`config.mk`:
```
export PLATFORM = sky130hd
export DESIGN_NAME = video_pos_adj
export DESIGN_NICKNAME = d
export VERILOG_FILES = /design/src/rtl/video_pos_adj_pkg.sv /design/src/rtl/sync_repos.sv /design/src/rtl/video_pos_adj.sv
export SDC_FILE = /design/constraint.sdc
export NUM_CORES = 1
export LEC_CHECK = 0
export BUFFER_PORTS_ARGS = -buffer_cell sky130_fd_sc_hd__buf_4
export CAP_MARGIN = 20
export CORE_AREA = 2 2 104 206
export CTS_CLUSTER_SIZE = 14
export DETAILED_ROUTE_END_ITERATION = 16
export DIE_AREA = 0 0 106 208
export PLACE_DENSITY = 0.79
export RECOVER_POWER = 50
export SYNTH_ARGS = -nofsm -noshare
export SYNTH_HDL_FRONTEND = slang
export SYNTH_SLANG_ARGS = --single-unit
```
`constraint.sdc`:
```
create_clock -name clk -period 6.3 [get_ports clk]
set_clock_uncertainty 0.1 [all_clocks]
set_input_delay 0.63 -clock clk [delete_from_list [all_inputs] [get_ports clk]]
set_output_delay 0.63 -clock clk [all_outputs]
set_load 0.01 [all_outputs]
```
`src/rtl/video_pos_adj_pkg.sv`:
```
// Shared video definitions: default counter widths and the signed picture-shift type.
package video_pos_adj_pkg;

  localparam int unsigned HwDefault = 9;
  localparam int unsigned VwDefault = 9;

  // Picture offset, -8..+7; positive moves the picture right/down
  typedef logic signed [3:0] shift_t;

endpackage

```
`src/rtl/sync_repos.sv`:
```
// Measures a sync pulse's edge positions per period and regenerates it at a shifted position,
// falling back to the delayed input until a complete period has been measured.
module sync_repos
  import video_pos_adj_pkg::*;
#(
  parameter int unsigned W = 9
) (
  input  logic         clk,
  input  logic         reset,
  input  logic         ce,
  input  logic         step,
  input  logic         period_end,
  input  logic [W-1:0] cnt,
  input  logic [W-1:0] len,
  input  shift_t       shift,
  input  logic         sync_in,
  output logic         sync_out
);

  logic         sync_q;
  logic         out_q, out_d;
  logic         started_q, valid_q;
  logic         seen_on_q, seen_off_q;
  logic [W-1:0] on_w_q, off_w_q;
  logic [W-1:0] on_r_q, off_r_q;
  logic [W-1:0] on_pos, off_pos;
  logic         rise, fall;

  // (pos - sh) mod period; one correction suffices because |sh| <= 8
  function automatic logic [W-1:0] wrap_pos(input logic [W-1:0] pos, input shift_t sh,
                                            input logic [W-1:0] period);
    logic signed [W:0] d;
    logic signed [W:0] p;
    p = $signed({1'b0, period});
    d = $signed({1'b0, pos}) - $signed({{(W-3){sh[3]}}, sh});
    if (d[W]) begin
      d = d + p;
    end else if (d >= p) begin
      d = d - p;
    end
    return d[W-1:0];
  endfunction

  always_comb begin
    rise    = sync_in & ~sync_q;
    fall    = ~sync_in & sync_q;
    on_pos  = wrap_pos(on_r_q, shift, len);
    off_pos = wrap_pos(off_r_q, shift, len);
    out_d   = out_q;
    if (!valid_q) begin
      out_d = sync_in;
    end else if (step && (cnt == on_pos)) begin
      out_d = 1'b1;
    end else if (step && (cnt == off_pos)) begin
      out_d = 1'b0;
    end
  end

  always_ff @(posedge clk) begin
    if (reset) begin
      sync_q     <= 1'b0;
      out_q      <= 1'b0;
      started_q  <= 1'b0;
      valid_q    <= 1'b0;
      seen_on_q  <= 1'b0;
      seen_off_q <= 1'b0;
      on_w_q     <= '0;
      off_w_q    <= '0;
      on_r_q     <= '0;
      off_r_q    <= '0;
    end else if (ce) begin
      sync_q <= sync_in;
      out_q  <= out_d;
      if (period_end) begin
        // A period only counts once we have seen its start, so a partial one never validates
        started_q  <= 1'b1;
        valid_q    <= started_q & seen_on_q & seen_off_q;
        on_r_q     <= on_w_q;
        off_r_q    <= off_w_q;
        seen_on_q  <= rise;
        seen_off_q <= fall;
      end else begin
        if (rise) seen_on_q <= 1'b1;
        if (fall) seen_off_q <= 1'b1;
      end
      if (rise) on_w_q <= cnt;
      if (fall) off_w_q <= cnt;
    end
  end

  assign sync_out = out_q;

endmodule

```
`src/rtl/video_pos_adj.sv`:
```
// Shifts the sync pulses of a video stream so the picture moves by a signed offset,
// with all outputs delayed one pixel tick.
module video_pos_adj
  import video_pos_adj_pkg::*;
#(
  parameter int unsigned HW = HwDefault,
  parameter int unsigned VW = VwDefault
) (
  input  logic        clk,
  input  logic        reset,
  input  logic        ce_pix,
  input  shift_t      hshift,
  input  shift_t      vshift,
  input  logic [11:0] rgb_in,
  input  logic        hblank_in,
  input  logic        vblank_in,
  input  logic        hsync_in,
  input  logic        vsync_in,
  output logic [11:0] rgb_out,
  output logic        hblank_out,
  output logic        vblank_out,
  output logic        hsync_out,
  output logic        vsync_out
);

  logic [11:0]   rgb_q;
  logic          hblank_q, vblank_q;
  logic [HW-1:0] hcnt_q, hcnt_d, line_len_q;
  logic [VW-1:0] vcnt_q, vcnt_d, frame_len_q;
  logic          vpend_q, vpend_d;
  shift_t        hshift_q, vshift_q;
  logic          hblank_rise, vblank_rise, frame_start;

  always_comb begin
    hblank_rise = hblank_in & ~hblank_q;
    vblank_rise = vblank_in & ~vblank_q;
    // The frame restarts on the first line start at or after the vblank rise
    frame_start = hblank_rise & (vblank_rise | vpend_q);
    hcnt_d      = hblank_rise ? '0 : hcnt_q + 1'b1;
    vcnt_d      = vcnt_q;
    if (frame_start) begin
      vcnt_d = '0;
    end else if (hblank_rise) begin
      vcnt_d = vcnt_q + 1'b1;
    end
    vpend_d = hblank_rise ? 1'b0 : (vpend_q | vblank_rise);
  end

  always_ff @(posedge clk) begin
    if (reset) begin
      rgb_q       <= '0;
      hblank_q    <= 1'b1;
      vblank_q    <= 1'b1;
      hcnt_q      <= '0;
      line_len_q  <= '0;
      vcnt_q      <= '0;
      frame_len_q <= '0;
      vpend_q     <= 1'b0;
      hshift_q    <= '0;
      vshift_q    <= '0;
    end else if (ce_pix) begin
      rgb_q    <= rgb_in;
      hblank_q <= hblank_in;
      vblank_q <= vblank_in;
      hcnt_q   <= hcnt_d;
      vcnt_q   <= vcnt_d;
      vpend_q  <= vpend_d;
      if (hblank_rise) line_len_q <= hcnt_q + 1'b1;
      if (frame_start) frame_len_q <= vcnt_q + 1'b1;
      // Shifts change only at a frame boundary so a frame is never torn
      if (vblank_rise) begin
        hshift_q <= hshift;
        vshift_q <= vshift;
      end
    end
  end

  sync_repos #(
    .W (HW)
  ) u_hsync (
    .clk        (clk),
    .reset      (reset),
    .ce         (ce_pix),
    .step       (1'b1),
    .period_end (hblank_rise),
    .cnt        (hcnt_d),
    .len        (line_len_q),
    .shift      (hshift_q),
    .sync_in    (hsync_in),
    .sync_out   (hsync_out)
  );

  sync_repos #(
    .W (VW)
  ) u_vsync (
    .clk        (clk),
    .reset      (reset),
    .ce         (ce_pix),
    .step       (hblank_rise),
    .period_end (frame_start),
    .cnt        (vcnt_d),
    .len        (frame_len_q),
    .shift      (vshift_q),
    .sync_in    (vsync_in),
    .sync_out   (vsync_out)
  );

  assign rgb_out    = rgb_q;
  assign hblank_out = hblank_q;
  assign vblank_out = vblank_q;

endmodule

```
==> results.txt <==
Status: finished, violations left
Violated checks: max-capacitance violations, max-slew violations
Worst slew pin tran: 2.42 ns
Max Cap Viol: 2
Via-to-Cell Ratio: 6.27
Pre-CTS WS: 0.790 ns
Highest clock rate: 0.180 GHz
Via count: 10900
RSZ-0062 raised after global routing: no
Fin util: 59.2%
Avg Cell Area, Syn: 7.66 um^2
Setup-failing EPs final: 0
Cell leakage power: 0.00493 uW
All-Layer GR Usage: 32.2%
Crit path cell chain: inv_1 -> ha_1 -> a21o_1 -> a21oi_1 -> nand2_1 -> xor2_1 -> ha_1 -> nand2_1 -> nor4_1 -> a211o_1 -> a21o_1 -> mux2i_1 -> mux2_2 -> a311o_1 -> xnor2_1 -> nand4_1 -> nor4_2 -> o31a_1
Dpl cell area: 11600 um^2
PD cells: 242 nW/um^2
Root Buffer: clkbuf_16
Resized Gates After CTS: 0
Rel. slew slack: -61.4%
Clk Latency, worst-skew pair: 0.43 ns
Clk slew on worst S/H paths: 0.06 ns
Die Span Y: 208 um
M1 GR Usage: 28.3%
Register bit total from synthesis: 143
Antenna cells: 0
Crit-path slowest cell: dfxtp_1
GR Layer Usage met3: 3.88%
Net Count, Synth: 1592
Port Buffer Count: 42
HPWL after DPL: 27600 um
Clock Sinks: 143
Postcts setup bufs: 0
CP Max Fanout: 16
Die span in x: 106 um
Crit end category: register
Crit path kind: reg -> reg
GR peak layer: met2
Pre-antenna DRT Iters: 7
Final worst path period share: 88.2%
Layout fillers: 1858
Initial core utilization: 54.2%
Area grow syn2layout: 9.33%
Critical path data required time: 6.57 ns
Final RePlAce weighted congestion: 1.00
# rows: 74
Vias in the first global route: 10700
Final nets: 1602
Post-synth top cells: 165 x nand2_1, 160 x nor2_1, 148 x a21oi_1
Post-synth top area cell: dfxtp_1
Cell count after placement: 1704
Synth warn: 0
Wire per inst: 20.6 um
Final wirelength: 35700 um
Maximum VDD drop: 0.158 mV
Cell count after synthesis: 1447
First-pass GRT wire length: 55200 um
Global route overflow: 0
Final Instance Count excl. Fillers: 1736
Top cell type's share of synthesized area: 25.8%
Fin. max-slew vios: 76
Final hold violation count: 0
Crit start category: register
Setup TNS: 0 ns
Synth Flop Type: dfxtp_1
Layout cells sized above 1: 6.87%
CP peak stage delay: 0.50 ns
Synthesized cell area: 11100 um^2
Htree depth: 4
Met2 usage: 61.0%
CTS Buf Count: 17
CTS tree: yes
Top post-synthesis cells by area: dfxtp_1 26%, ha_1 12%, a21oi_1 6.7%, nand2_1 5.6%, nor2_1 5.4%
# DRC: 0
Initial DRC count: 762
Design area: 12100 um^2
HP Class: in -> reg
Post-layout minimum cycle time: 5.56 ns
Most common cell in the netlist: nand2_1
Post-CTS Hold Buffers: 0
Die Area: 22000 um^2
Netlist cell types: 86
Antenna violations before repair: 0
Fin worst setup slack: 0.744 ns
Worst Path Arrival: 5.83 ns
Ys async rst share: 0%
Antenna-violating nets left: 0
Largest delay share family, worst path: compound AO/OA/AOI/OAI gates
Reg2reg setup slack: 0.74 ns
Boundary Pins: 43
Worst Path Buf+Inv: 1
Core footprint: 20500 um^2
CTS max path bufs: 2
Number of flops mapped to enable cells by yosys: 0
Sequential fraction of the synthesis area: 25.8%
Largest net degree at the start of global routing: 75
[registers in the layout (all words and copies together) (netlist names), 4 cells and up]
signal           cells
u_vsync.on_w_q       9
u_vsync.on_r_q       9
frame_len_q          9
u_vsync.off_r_q      9
hshift_q             4
u_vsync.off_w_q      9
u_hsync.off_w_q      9
line_len_q           9
u_hsync.on_w_q       9
vcnt_q               9
u_hsync.on_r_q       9
hcnt_q               9
u_hsync.off_r_q      9
rgb_out             12
vshift_q             4
[final timing paths]
kind                                  start                              to  cells past startpoint
max                vshift_q[3]$_SDFFE_PP0P_   u_vsync.sync_out$_SDFFE_PP0P_                     18
min                              rgb_in[11]        rgb_out[11]$_SDFFE_PP0P_                      3
max reg2reg        vshift_q[3]$_SDFFE_PP0P_   u_vsync.sync_out$_SDFFE_PP0P_                     18
min reg2reg  u_vsync.on_w_q[7]$_SDFFE_PP0P_  u_vsync.on_r_q[7]$_SDFFE_PP0P_                      2
[worst min-delay path: stages]
cell and delay [ns]:
buf_4 0.07, mux2i_1 0.05, nor2_1 0.07
[cell families after synthesis]
family / Yosys count / share of synthesized area, %
simple gates: 549 / 23.3
compound gates: 384 / 22.4
buf+inv: 143 / 5.09
flops: 143 / 25.8
fa+ha+maj: 118 / 14.1
xor+xnor: 78 / 6.33
mux: 32 / 2.92
[metrics by stage]
stage	total power [uW]	hold slack, ns
2_1_floorplan	1670	0.332
3_3_place_gp	1870	0.337
3_5_place_dp	1880	0.343
4_1_cts	2930	0.329
5_1_grt	3060	0.347
6_report	2930	0.337
[final cells by class]
cell class / instances / area, um^2 / area share, %
clock buffer: 19 / 453 / 3.74
inverter: 75 / 282 / 2.32
multi-input combinational: 1161 / 7660 / 63.2
sequential: 143 / 2860 / 23.6
timing repair buffer: 59 / 368 / 3.04
tap: 266 / 333 / 2.75
clock inverter: 13 / 161 / 1.33
[metal layers]
layer	vias to the layer above	routed length [um]
met3	176	1460
li1	5168	-
met1	5117	11700
met2	417	18900
met5	-	0
met4	0	3750
[placed cells by master (no fill, tap or decap), drive strengths merged, types with 6 or more instances in the layout]
master and instances:
o2111ai 7, or4 6, dfxtp 143, fa 12
a21oi 148, nor2b 22, or3 15, nand2b 14
xnor2 49, buf 39, o21bai 11, xor2 29
nand3 32, a31oi 13, nand4 14, mux2i 29
nor4 13, nand2 165, o22ai 6, nor2 162
and3 16, or2 7, clkbuf 39, a21o 19
ha 106, o21ai 52, a211oi 41, o211ai 9
a221oi 7, a22oi 10, inv 76, o21a 9
nor3 59
[report_power, final]
| part | switching, uW | internal, uW | total (uW) |
|---|---|---|---|
| clock network | 407 | 644 | 1050 |
| registers | 17.4 | 924 | 941 |
| logic | 556 | 386 | 942 |
| total | 981 | 1950 | 2930 |
Note: power is estimated with default switching activity, not from simulation.
